<file path="src/rtl/echo_pkg.sv">
// Shared definitions for the ECHO-256 host-side word protocol.
// Holds the FSM state encoding, transfer phases and word-count constants
// common to the host controller and the core interface.
package echo_pkg;

    localparam int LEN_WORDS = 4;   // 16-bit words of the length field, MS word first
    localparam int BLK_WORDS = 96;  // 16-bit words per 1536-bit block
    localparam int DIG_WORDS = 16;  // 16-bit words of the 256-bit digest
    localparam int WIDX_W    = 7;   // word index width, covers BLK_WORDS-1
    localparam int TMR_W     = 12;  // timeout counter width

    typedef enum logic [3:0] {
        IDLE,
        LEN_ISSUE,
        MSG_REQ,
        XFER_WAIT,
        QUIET,
        BLK_RISE,
        BLK_FALL,
        FET_ISSUE,
        DONE,
        ERR
    } state_t;

    // Which kind of word the next strobe carries.
    typedef enum logic [1:0] {
        PH_LEN,
        PH_MSG,
        PH_FET
    } phase_t;

endpackage

</file>
<file path="src/rtl/echo_host_timer.sv">
// Loadable down-counter with an expiry flag, shared by the ack and busy waits.
// Ports: reload restarts the count from limit; expired is high once the count
// has run down to zero and no reload is pending in the same cycle.
module echo_host_timer #(
    parameter int W = 12
) (
    input  logic         clk,
    input  logic         rst_n,
    input  logic         reload,
    input  logic [W-1:0] limit,
    output logic         expired
);

    logic [W-1:0] cnt;

    always_ff @(posedge clk or negedge rst_n) begin
        if (!rst_n) begin
            cnt <= '0;
        end else if (reload) begin
            cnt <= limit;
        end else if (cnt != '0) begin
            cnt <= cnt - 1'b1;
        end
    end

    // Masked on the reload cycle so a freshly entered state never times out
    // on a count left over from the previous wait.
    assign expired = !reload && (cnt == '0);

endmodule

</file>
<file path="src/rtl/echo_host_ctrl.sv">
// Host initiator for the ECHO-256 16-bit load/fetch word protocol: sends the
// length field once, streams nblocks*96 message words, then fetches 16 digest words.
// Ports: op_start/msg_len/nblocks request, in_* upstream stream, load/fetch/hdata/ack/busy/odata core side.
module echo_host_ctrl
    import echo_pkg::*;
#(
    parameter int ACK_TIMEOUT  = 255,
    parameter int BUSY_TIMEOUT = 4095
) (
    input  logic         clk,
    input  logic         rst_n,
    input  logic         op_start,
    input  logic [63:0]  msg_len,
    input  logic [7:0]   nblocks,
    output logic         op_busy,
    input  logic [15:0]  in_data,
    input  logic         in_valid,
    output logic         in_ready,
    output logic [255:0] digest,
    output logic         digest_valid,
    output logic         err_timeout,
    output logic         load,
    output logic         fetch,
    output logic [15:0]  hdata,
    input  logic         ack,
    input  logic         busy,
    input  logic [15:0]  odata
);

    state_t              state;
    state_t              prev_state;
    phase_t              phase;
    logic [WIDX_W-1:0]   widx;
    logic [7:0]          blk_cnt;
    logic [63:0]         len_q;
    logic                tmr_reload;
    logic                tmr_expired;
    logic [TMR_W-1:0]    tmr_limit;
    logic                wait_ok;
    logic                timeout;

    assign in_ready = (state == MSG_REQ);

    // The timer restarts on every state entry; only XFER_WAIT uses the ack limit.
    assign tmr_reload = (state != prev_state);
    assign tmr_limit  = (state == XFER_WAIT) ? TMR_W'(ACK_TIMEOUT) : TMR_W'(BUSY_TIMEOUT);

    echo_host_timer #(.W(TMR_W)) u_timer (
        .clk     (clk),
        .rst_n   (rst_n),
        .reload  (tmr_reload),
        .limit   (tmr_limit),
        .expired (tmr_expired)
    );

    // Exit condition of each waiting state; non-waiting states never time out.
    always_comb begin
        wait_ok = 1'b1;
        case (state)
            XFER_WAIT: wait_ok = ack;
            QUIET:     wait_ok = !ack && !busy;
            BLK_RISE:  wait_ok = busy;
            BLK_FALL:  wait_ok = !busy;
            default:   wait_ok = 1'b1;
        endcase
    end

    assign timeout = tmr_expired && !wait_ok;

    always_ff @(posedge clk or negedge rst_n) begin
        if (!rst_n) begin
            state        <= IDLE;
            prev_state   <= IDLE;
            phase        <= PH_LEN;
            widx         <= '0;
            blk_cnt      <= '0;
            len_q        <= '0;
            op_busy      <= 1'b0;
            digest       <= '0;
            digest_valid <= 1'b0;
            err_timeout  <= 1'b0;
            load         <= 1'b0;
            fetch        <= 1'b0;
            hdata        <= '0;
        end else begin
            prev_state   <= state;
            load         <= 1'b0;
            fetch        <= 1'b0;
            digest_valid <= 1'b0;

            if (timeout) begin
                state       <= ERR;
                err_timeout <= 1'b1;
                op_busy     <= 1'b0;
            end else begin
                case (state)
                    IDLE: begin
                        if (op_start && nblocks != '0) begin
                            len_q       <= msg_len;
                            blk_cnt     <= nblocks;
                            widx        <= '0;
                            phase       <= PH_LEN;
                            digest      <= '0;
                            err_timeout <= 1'b0;
                            op_busy     <= 1'b1;
                            state       <= LEN_ISSUE;
                        end
                    end
                    LEN_ISSUE: begin
                        hdata <= len_q[63 - 16*int'(widx[1:0]) -: 16];
                        load  <= 1'b1;
                        state <= XFER_WAIT;
                    end
                    MSG_REQ: begin
                        if (in_valid) begin
                            hdata <= in_data;
                            load  <= 1'b1;
                            state <= XFER_WAIT;
                        end
                    end
                    XFER_WAIT: begin
                        if (ack) begin
                            case (phase)
                                PH_LEN: begin
                                    state <= QUIET;
                                    if (widx == WIDX_W'(LEN_WORDS-1)) begin
                                        widx  <= '0;
                                        phase <= PH_MSG;
                                    end else begin
                                        widx <= widx + 1'b1;
                                    end
                                end
                                PH_MSG: begin
                                    if (widx == WIDX_W'(BLK_WORDS-1)) begin
                                        widx    <= '0;
                                        blk_cnt <= blk_cnt - 1'b1;
                                        state   <= BLK_RISE;
                                    end else begin
                                        widx  <= widx + 1'b1;
                                        state <= QUIET;
                                    end
                                end
                                default: begin
                                    digest[255 - 16*int'(widx[3:0]) -: 16] <= odata;
                                    if (widx == WIDX_W'(DIG_WORDS-1)) begin
                                        widx  <= '0;
                                        state <= DONE;
                                    end else begin
                                        widx  <= widx + 1'b1;
                                        state <= QUIET;
                                    end
                                end
                            endcase
                        end
                    end
                    QUIET: begin
                        // One quiet cycle plus one issue cycle keeps strobes two idle cycles apart.
                        if (!ack && !busy) begin
                            case (phase)
                                PH_LEN:  state <= LEN_ISSUE;
                                PH_MSG:  state <= MSG_REQ;
                                default: state <= FET_ISSUE;
                            endcase
                        end
                    end
                    BLK_RISE: begin
                        if (busy) state <= BLK_FALL;
                    end
                    BLK_FALL: begin
                        if (!busy) begin
                            if (blk_cnt != '0) begin
                                state <= MSG_REQ;
                            end else begin
                                phase <= PH_FET;
                                state <= FET_ISSUE;
                            end
                        end
                    end
                    FET_ISSUE: begin
                        fetch <= 1'b1;
                        state <= XFER_WAIT;
                    end
                    DONE: begin
                        digest_valid <= 1'b1;
                        op_busy      <= 1'b0;
                        state        <= IDLE;
                    end
                    ERR: begin
                        state <= IDLE;
                    end
                    default: state <= IDLE;
                endcase
            end
        end
    end

endmodule

</file>
<file path="config.mk">
export PLATFORM = sky130hd
export DESIGN_NAME = echo_host_ctrl
export DESIGN_NICKNAME = d
export VERILOG_FILES = /design/src/rtl/echo_pkg.sv /design/src/rtl/echo_host_timer.sv /design/src/rtl/echo_host_ctrl.sv
export SDC_FILE = /design/constraint.sdc
export NUM_CORES = 1
export LEC_CHECK = 0
export BUFFER_PORTS_ARGS = -buffer_cell sky130_fd_sc_hd__buf_2
export CORE_ASPECT_RATIO = 0.8
export CORE_MARGIN = 3
export CORE_UTILIZATION = 30
export DETAILED_ROUTE_END_ITERATION = 6
export SLEW_MARGIN = 20
export SYNTH_ARGS = -nofsm -noshare
export SYNTH_HDL_FRONTEND = slang
export SYNTH_SLANG_ARGS = --single-unit
export TNS_END_PERCENT = 30
</file>
<file path="constraint.sdc">
create_clock -name clk -period 2.5 [get_ports clk]
set_input_delay 0 -clock clk [delete_from_list [all_inputs] [get_ports clk]]
set_output_delay 0 -clock clk [all_outputs]
set_load 0.03 [all_outputs]
</file>
==> results of run 1 <==
## critical path, stage by stage, from the launching register on
cell,delay [ns]
sky130_fd_sc_hd__dfrtp_1,0.55
sky130_fd_sc_hd__or2_1,0.33
sky130_fd_sc_hd__buf_4,0.18
sky130_fd_sc_hd__nor2_2,0.11
sky130_fd_sc_hd__buf_4,0.37
sky130_fd_sc_hd__buf_2,0.28
## logic make-up (layout without fill, tap and decap cells)
kind of cell | Yosys count | in the layout | share of synthesized area, %
mux | 98 | 98 | 8.07
compound gates | 363 | 363 | 19.0
buf+inv | 107 | 625 | 3.30
fa+ha+maj | 10 | 10 | 0.800
flops | 378 | 378 | 60.5
xor+xnor | 13 | 13 | 0.728
simple gates | 205 | 205 | 7.59
## cell usage after synthesis (5+ instances only)
library cell                count
sky130_fd_sc_hd__mux4_2        16
sky130_fd_sc_hd__nand3_1       16
sky130_fd_sc_hd__inv_1         14
sky130_fd_sc_hd__mux2i_1       17
sky130_fd_sc_hd__xor2_1        11
sky130_fd_sc_hd__dfrtp_1      378
sky130_fd_sc_hd__buf_1         19
sky130_fd_sc_hd__clkbuf_1      30
sky130_fd_sc_hd__buf_2         32
sky130_fd_sc_hd__buf_4          6
sky130_fd_sc_hd__nor3_1         7
sky130_fd_sc_hd__nor2_1        29
sky130_fd_sc_hd__mux2_2        65
sky130_fd_sc_hd__a22o_1        67
sky130_fd_sc_hd__nand2_2        9
sky130_fd_sc_hd__nor4_1         7
sky130_fd_sc_hd__a32o_1        63
sky130_fd_sc_hd__ha_1          10
sky130_fd_sc_hd__a21oi_1       33
sky130_fd_sc_hd__and3_1         7
sky130_fd_sc_hd__nand2b_1       6
sky130_fd_sc_hd__nor2_2         5
sky130_fd_sc_hd__o21ai_0       34
sky130_fd_sc_hd__nand2_1       71
sky130_fd_sc_hd__o31ai_1        5
sky130_fd_sc_hd__o2bb2ai_1    131
sky130_fd_sc_hd__o22ai_1        6
## routing by layer
metal,routed length [um],vias up,GRT usage (%)
met5,0,-,0
met4,1390,0,5.50
met3,4150,88,4.84
met2,23900,523,28.9
met1,23100,6341,26.0
li1,-,5458,-
## repair_timing
action,in CTS,in global routing
resized for setup,0,4
hold buffers,107,0
hold endpoints to repair,354,0
setup endpoints to repair,0,49
## how the worst min path moves through the flow
stage	from	to	slack (ns)	cells after the start
floorplan	rst_n	blk_cnt[0]$_DFFE_PN0P_	-0.30	0
global placement	rst_n	fetch$_DFF_PN0_	0.08	1
detailed placement	rst_n	digest[229]$_DFFE_PN0P_	0.08	1
CTS	in_valid	state[2]$_DFFE_PN0P_	0.02	5
global route	in_valid	state[2]$_DFFE_PN0P_	0.08	5
finish	rst_n	digest[32]$_DFFE_PN0P_	0.07	2
## placed cells by master (no fill, tap or decap), drive strengths merged, types with 3 or more instances in the layout
cell type and count:
or2 5, o21a 4, nand2b 6, dlygate4sd3 107
o2bb2ai 131, o211ai 3, or3 3, nand3 16
buf 430, nand2 81, o22ai 6, nand4 8
a211oi 3, mux2 65, a22o 67, inv 15
dfrtp 378, o31ai 5, clkinv 10, a32o 63
ha 10, nor2b 3, a21oi 34, nor3 8
nor4b 3, o21ai 36, clkbuf 59, and3 7
xor2 11, nor2 38, nor4 9, and4 3
mux2i 17, mux4 16
## final cells by class
cell class	count	area [um2]	share of cell area (%)
clock buffers	59	1230	5.86
clock inverters	15	149	0.712
inverters	14	52.6	0.251
flip-flops and latches	378	9460	45.2
well taps	684	856	4.09
repair buffers	537	3480	16.6
multi-input cells	689	5700	27.2
## sequential cells by signal (all words and copies together) (netlist names), 2 cells and up
register,count
widx,7
len_q,64
prev_state,4
u_timer.cnt,12
hdata,16
phase,2
blk_cnt,8
digest,256
state,4
## metrics by stage
stage / area [um2] / setup slack (ns) / total power [W] / instances
finish: 20900 / 0.103 / 0.0204 / 2376
floorplan: 15600 / 0.281 / 0.0120 / 1174
detailed placement: 18500 / 0.0701 / 0.0141 / 2195
global route: 20900 / 0.0233 / 0.0215 / 2376
global placement: 18500 / 0.184 / 0.0140 / 2195
CTS: 20900 / 0.0713 / 0.0205 / 2376
## power by group through the flow
stage / Clock [W] / Combinational, W / Sequential [W]
3_3_place_gp: 0 / 0.00637 / 0.00761
5_1_grt: 0.00663 / 0.00720 / 0.00767
3_5_place_dp: 0 / 0.00647 / 0.00765
4_1_cts: 0.00637 / 0.00662 / 0.00755
6_report: 0.00621 / 0.00661 / 0.00756
2_1_floorplan: 0 / 0.00420 / 0.00784
==> flow_summary_export.csv, run 1 <==
group,metric,value,unit
outcome,run_status,"complete, no violations",
clocking,path_clk_slew,0.06,ns
global_route,antenna_found_initial,0,
yosys,synthCells,1174,
setup_path,worst_setup_path_endpoint,"in_ready",
detailed_routing,antenna_violating_nets_post_route,0,
setup_path,data_arrival_time_of_the_worst_path,2.40,ns
sta,min_cycle_time_layout,2.40,ns
clocking,cts_tree,"done",
place,placement.io_buffers,387,
global_route,grt_start_max_net_pins,83,
global_route,number_of_global_route_vias_before_repair,12600,
die,top_level_ports,388,
cells_and_area,flow.area_growth_from_synthesis,33.8,%
yosys,synthDominantAreaCellType,"sky130_fd_sc_hd__dfrtp_1",
setup_path,timing.reg2reg.setup_slack,0.21,ns
clocking,clock_path_buffers,3,
sta,timing_hold_violations_final,0,
job,drv.max_cap_violation_count,0,
yosys,yosys_most_used_dff,"sky130_fd_sc_hd__dfrtp_1",
setup_path,cp_max_fanout,17,
detailed_routing,vias,12400,
detailed_routing,drt_iter0_markers,1045,
yosys,netlist.area_leader.share,60.5,%
yosys,yosysWarnings,0,
power_and_ir_drop,power.share.sequential,37.1,%
yosys,syn_area,15600,um2
place,gp_routability_congestion,0.850,
setup_path,setup.worst_path.start_class,"flip-flop",
detailed_routing,finalWirelength,52500,um
detailed_routing,route.detailed.wl_per_inst,22.1,um
yosys,mapped_nets,1294,
setup_path,crit_required,2.50,ns
die,die_height,210,um
die,std_cell_rows,74,
yosys,postSynthAreaPerCell,13.3,um2
power_and_ir_drop,power.switching,0.00731,W
detailed_routing,number_of_search_and_repair_iterations_in_the_first_detailed_routing_pass,5,
die,core_box_area,51300,um2
yosys,synth-edff-count,0,
clocking,clock_tree.root_cell,"sky130_fd_sc_hd__clkbuf_16",
power_and_ir_drop,power.internal,0.0131,W
sta,setup_repair_after_global_routing_missed_its_margin,"false",
setup_path,timing.rr.end,"digest[38]$_DFFE_PN0P_",
cells_and_area,nNetsFinal,1782,
cells_and_area,postLayoutCoreUtil,40.8,%
sta,whs,0.0681,ns
yosys,postSynthRegisterBits,378,
min_path,hold_path.class,"in2async",
setup_path,worstSetupStartpoint,"state[2]$_DFFE_PN0P_",
cells_and_area,final_layout_size_suffix_gt1_share,36.9,%
die,die-area,54900,um2
sta,clock.fmax,0.417,GHz
sta,finalSetupTns,0,ns
power_and_ir_drop,pwr_density_cell,974,nW/um2
detailed_routing,number_of_remaining_drc_errors,0,
clocking,cts_made_buffers,42,
cells_and_area,filler_cell_count,4833,
die,initial_core_util,30.5,%
setup_path,r2r.worst_path.cells,6,
yosys,ys_types,70,
power_and_ir_drop,power.switching_fraction,35.8,%
setup_path,critPathCaptureType,"primary output",
global_route,globalRoute.totalOverflow,0,
power_and_ir_drop,power.ir.vdd_worst,0.520,mV
sta,relative_max_transition_margin,42.0,%
detailed_routing,drt-vias-per-instance,5.22,
global_route,global_route_wire_length_before_repair,79500,um
setup_path,critical_path.reg2reg.startpoint,"u_timer.cnt[6]$_DFFE_PN0P_",
yosys,synth.area.top_cells,"sky130_fd_sc_hd__dfrtp_1, sky130_fd_sc_hd__o2bb2ai_1, sky130_fd_sc_hd__mux2_2, sky130_fd_sc_hd__a32o_1, sky130_fd_sc_hd__a22o_1",
die,die_width,261,um
power_and_ir_drop,power.share.clock,30.5,%
sta,timing.clock.skew,0.0145,ns
sta,finalMaxSlewViolations,0,
clocking,cts_sinks,378,
sta,finalCritPeriodShare,95.9,%
sta,setup-violations-final,0,
yosys,ys_async_sr_fraction,100,%
yosys,synth-seq-area-share,60.5,%
global_route,grt_usage,18.7,%
clocking,clk-insertion-delay-late,0.55,ns
clocking,cts_setup_buffers,0,
sta,worst_slew_pin_slew,0.870,ns
cells_and_area,antenna-diode-count,0,
power_and_ir_drop,power_leakage,10.0,nW
clocking,cts_max_level,2,
setup_path,timing_worst_setup_path_type,"reg2out",
place,hpwlAfterDp,35100,um
power_and_ir_drop,p_comb_share,32.4,%
No activity file was read; power rests on OpenSTA's default activity.
==> inputs of run 2 (changes only) <==
- CORE_UTILIZATION: 30 -> 35
==> flow_summary_export.csv, run 2 (synthesized netlist as in run 1, its figures left out) <==
group,metric,value,unit
clocking,cts_setup_buffers,0,
cells_and_area,reg_top3,"digest x256, len_q x64, hdata x16",
sta,finalCritPeriodShare,95.8,%
detailed_routing,vias,12400,
place,gp_routability_congestion,0.846,
power_and_ir_drop,power.share.clock,29.2,%
detailed_routing,number_of_remaining_drc_errors,0,
setup_path,cpPeakStageDelay,0.63,ns
cells_and_area,nNetsFinal,1781,
sta,worst_slew_pin_slew,0.745,ns
die,die_height,195,um
outcome,run_status,"complete, no violations",
cells_and_area,largest_register_ffs,256,
cells_and_area,largest_register,"digest",
sta,setup-violations-final,0,
power_and_ir_drop,power.switching,0.00716,W
die,initial_core_util,35.8,%
clocking,cts_max_level,2,
die,top_level_ports,388,
power_and_ir_drop,totalPowerFinal,0.0199,W
power_and_ir_drop,power.share.sequential,38.3,%
cells_and_area,combined_area_of_the_multi_input_logic_cells,5680,um2
setup_path,path_delay_family,"simple AND/OR/NAND/NOR gates",
global_route,grt_start_max_net_pins,86,
min_path,hold_path.class,"in2async",
global_route,globalRoute.totalOverflow,0,
sta,whs,0.0106,ns
clocking,path_clk_slew,0.06,ns
global_route,antenna_found_initial,0,
sta,timing.clock.skew,0.0190,ns
sta,clock.fmax,0.417,GHz
sta,min_cycle_time_layout,2.40,ns
place,placement.io_buffers,387,
power_and_ir_drop,power.ir.vdd_worst,0.486,mV
detailed_routing,drt-vias-per-instance,5.44,
setup_path,slowest_stage,"sky130_fd_sc_hd__dfrtp_1",
power_and_ir_drop,power_leakage,9.95,nW
cells_and_area,flow.area_growth_from_synthesis,31.8,%
place,hpwlAfterDp,34600,um
sta,setup_repair_after_global_routing_missed_its_margin,"true",
detailed_routing,route.detailed.wl_per_inst,22.7,um
power_and_ir_drop,power.switching_fraction,36.1,%
clocking,clock_tree.root_cell,"sky130_fd_sc_hd__clkbuf_16",
setup_path,timing.critical_path.cells,"nand4bb_1 -> nor3_4 -> nand4_2 -> o2bb2ai_1",
detailed_routing,antenna_violating_nets_post_route,0,
setup_path,critical_path_buf_inv_count,0,
clocking,cts_made_buffers,40,
power_and_ir_drop,power.internal,0.0127,W
sta,finalMaxSlewViolations,0,
cells_and_area,antenna-diode-count,0,
detailed_routing,finalWirelength,51800,um
clocking,clk-insertion-delay-late,0.56,ns
die,core_box_area,43600,um2
setup_path,timing.reg2reg.setup_slack,0.10,ns
cells_and_area,final_layout_size_suffix_gt1_share,36.3,%
power_and_ir_drop,p_comb_share,32.5,%
sta,timing_hold_violations_final,0,
cells_and_area,area.sequential,9460,um2
global_route,global_route_wire_length_before_repair,79100,um
sta,finalSetupTns,0,ns
global_route,grt_usage,21.4,%
setup_path,crit_required,2.96,ns
clocking,clock_path_buffers,3,
job,drv.max_cap_violation_count,0,
setup_path,timing_worst_setup_path_type,"reg2reg",
cells_and_area,filler_cell_count,3943,
sta,relative_max_transition_margin,50.3,%
setup_path,cp_max_fanout,16,
clocking,cts_sinks,378,
power_and_ir_drop,pwr_density_cell,964,nW/um2
setup_path,data_arrival_time_of_the_worst_path,2.86,ns
setup_path,setup.worst_path.start_class,"flip-flop",
clocking,cts_tree,"done",
setup_path,critPathCaptureType,"flip-flop",
detailed_routing,number_of_search_and_repair_iterations_in_the_first_detailed_routing_pass,6,
die,std_cell_rows,68,
die,die_width,242,um
die,die-area,47300,um2
detailed_routing,drt_iter0_markers,892,
global_route,number_of_global_route_vias_before_repair,12500,
cells_and_area,final_cell_mix,"sky130_fd_sc_hd__buf_2, sky130_fd_sc_hd__dfrtp_1, sky130_fd_sc_hd__o2bb2ai_1",
cells_and_area,layout.cells.most_common,"sky130_fd_sc_hd__buf_2",
[run 2: cell types whose count changed in the layout (fill, tap and decap cells not counted), moves of 2 or more]
cell                        before  now
sky130_fd_sc_hd__buf_12         11    5
sky130_fd_sc_hd__buf_4          32   38
sky130_fd_sc_hd__clkbuf_1        7    9
sky130_fd_sc_hd__clkbuf_16      43   41
sky130_fd_sc_hd__clkbuf_8        9    7
sky130_fd_sc_hd__clkinv_4        4    1
sky130_fd_sc_hd__nand2_1        69   71
sky130_fd_sc_hd__nand2_2        11    9
[run 2: power by group through the flow]
stage / clock [W] / sequential [W] / combinational, W
after floorplan: 0 / 0.00784 / 0.00420
after global placement: 0 / 0.00765 / 0.00621
after detailed placement: 0 / 0.00769 / 0.00632
after CTS: 0.00596 / 0.00759 / 0.00645
after global routing: 0.00620 / 0.00771 / 0.00701
final: 0.00581 / 0.00761 / 0.00645
[run 2: cell type report]
type | instances | area share, %
clock buffer | 57 | 5.61
clock inverter | 12 | 0.480
inverter | 14 | 0.255
multi-input combinational | 689 | 27.6
sequential | 378 | 45.9
tap | 595 | 3.61
timing repair buffer | 538 | 16.6
[run 2: worst register-to-register path, cell delays in order (launching register included)]
cell and delay (ns):
sky130_fd_sc_hd__dfrtp_1 0.63, sky130_fd_sc_hd__nand4bb_1 0.42, sky130_fd_sc_hd__nor3_4 0.46, sky130_fd_sc_hd__nand4_2 0.46, sky130_fd_sc_hd__o2bb2ai_1 0.33
[run 2: per-layer routing]
| layer | share of wire (%) | vias up | track usage, % |
|---|---|---|---|
| met4 | 2.7 | 0 | 6.79 |
| met2 | 45 | 489 | 32.5 |
| li1 | - | 5451 | - |
| met1 | 44 | 6412 | 30.1 |
| met5 | 0 | - | 0 |
| met3 | 7.7 | 76 | 5.62 |
[run 2: per-stage QoR]
stage,instances,util (%),setup slack (ns),area [um2]
2_1_floorplan,1174,-,0.281,15600
3_3_place_gp,2106,41.8,0.183,18300
3_5_place_dp,2106,41.8,0.0419,18300
4_1_cts,2283,47.2,0.0107,20600
5_1_grt,2283,47.2,-0.107,20600
6_report,2283,47.2,0.104,20600
[run 2: worst paths after layout]
| check | startpoint | to | cells after the start |
|---|---|---|---|
| worst max-delay path | state[1]$_DFFE_PN0P_ | digest[36]$_DFFE_PN0P_ | 4 |
| worst min-delay path | rst_n | fetch$_DFF_PN0_ | 2 |
| worst max register to register | state[1]$_DFFE_PN0P_ | digest[36]$_DFFE_PN0P_ | 4 |
| worst min register to register | digest[144]$_DFFE_PN0P_ | digest[144]$_DFFE_PN0P_ | 1 |
| max in group asynchronous | rst_n | hdata[1]$_DFFE_PN0P_ | 3 |
| min in group clk | op_start | widx[0]$_DFFE_PN0P_ | 5 |
[run 2: timing repair]
| action | in CTS | in global routing |
|---|---|---|
| endpoints found under the setup margin | 0 | 65 |
| endpoints found under the hold margin | 527 | 0 |
| hold buffers | 108 | 0 |
| gates resized for setup | 0 | 2 |
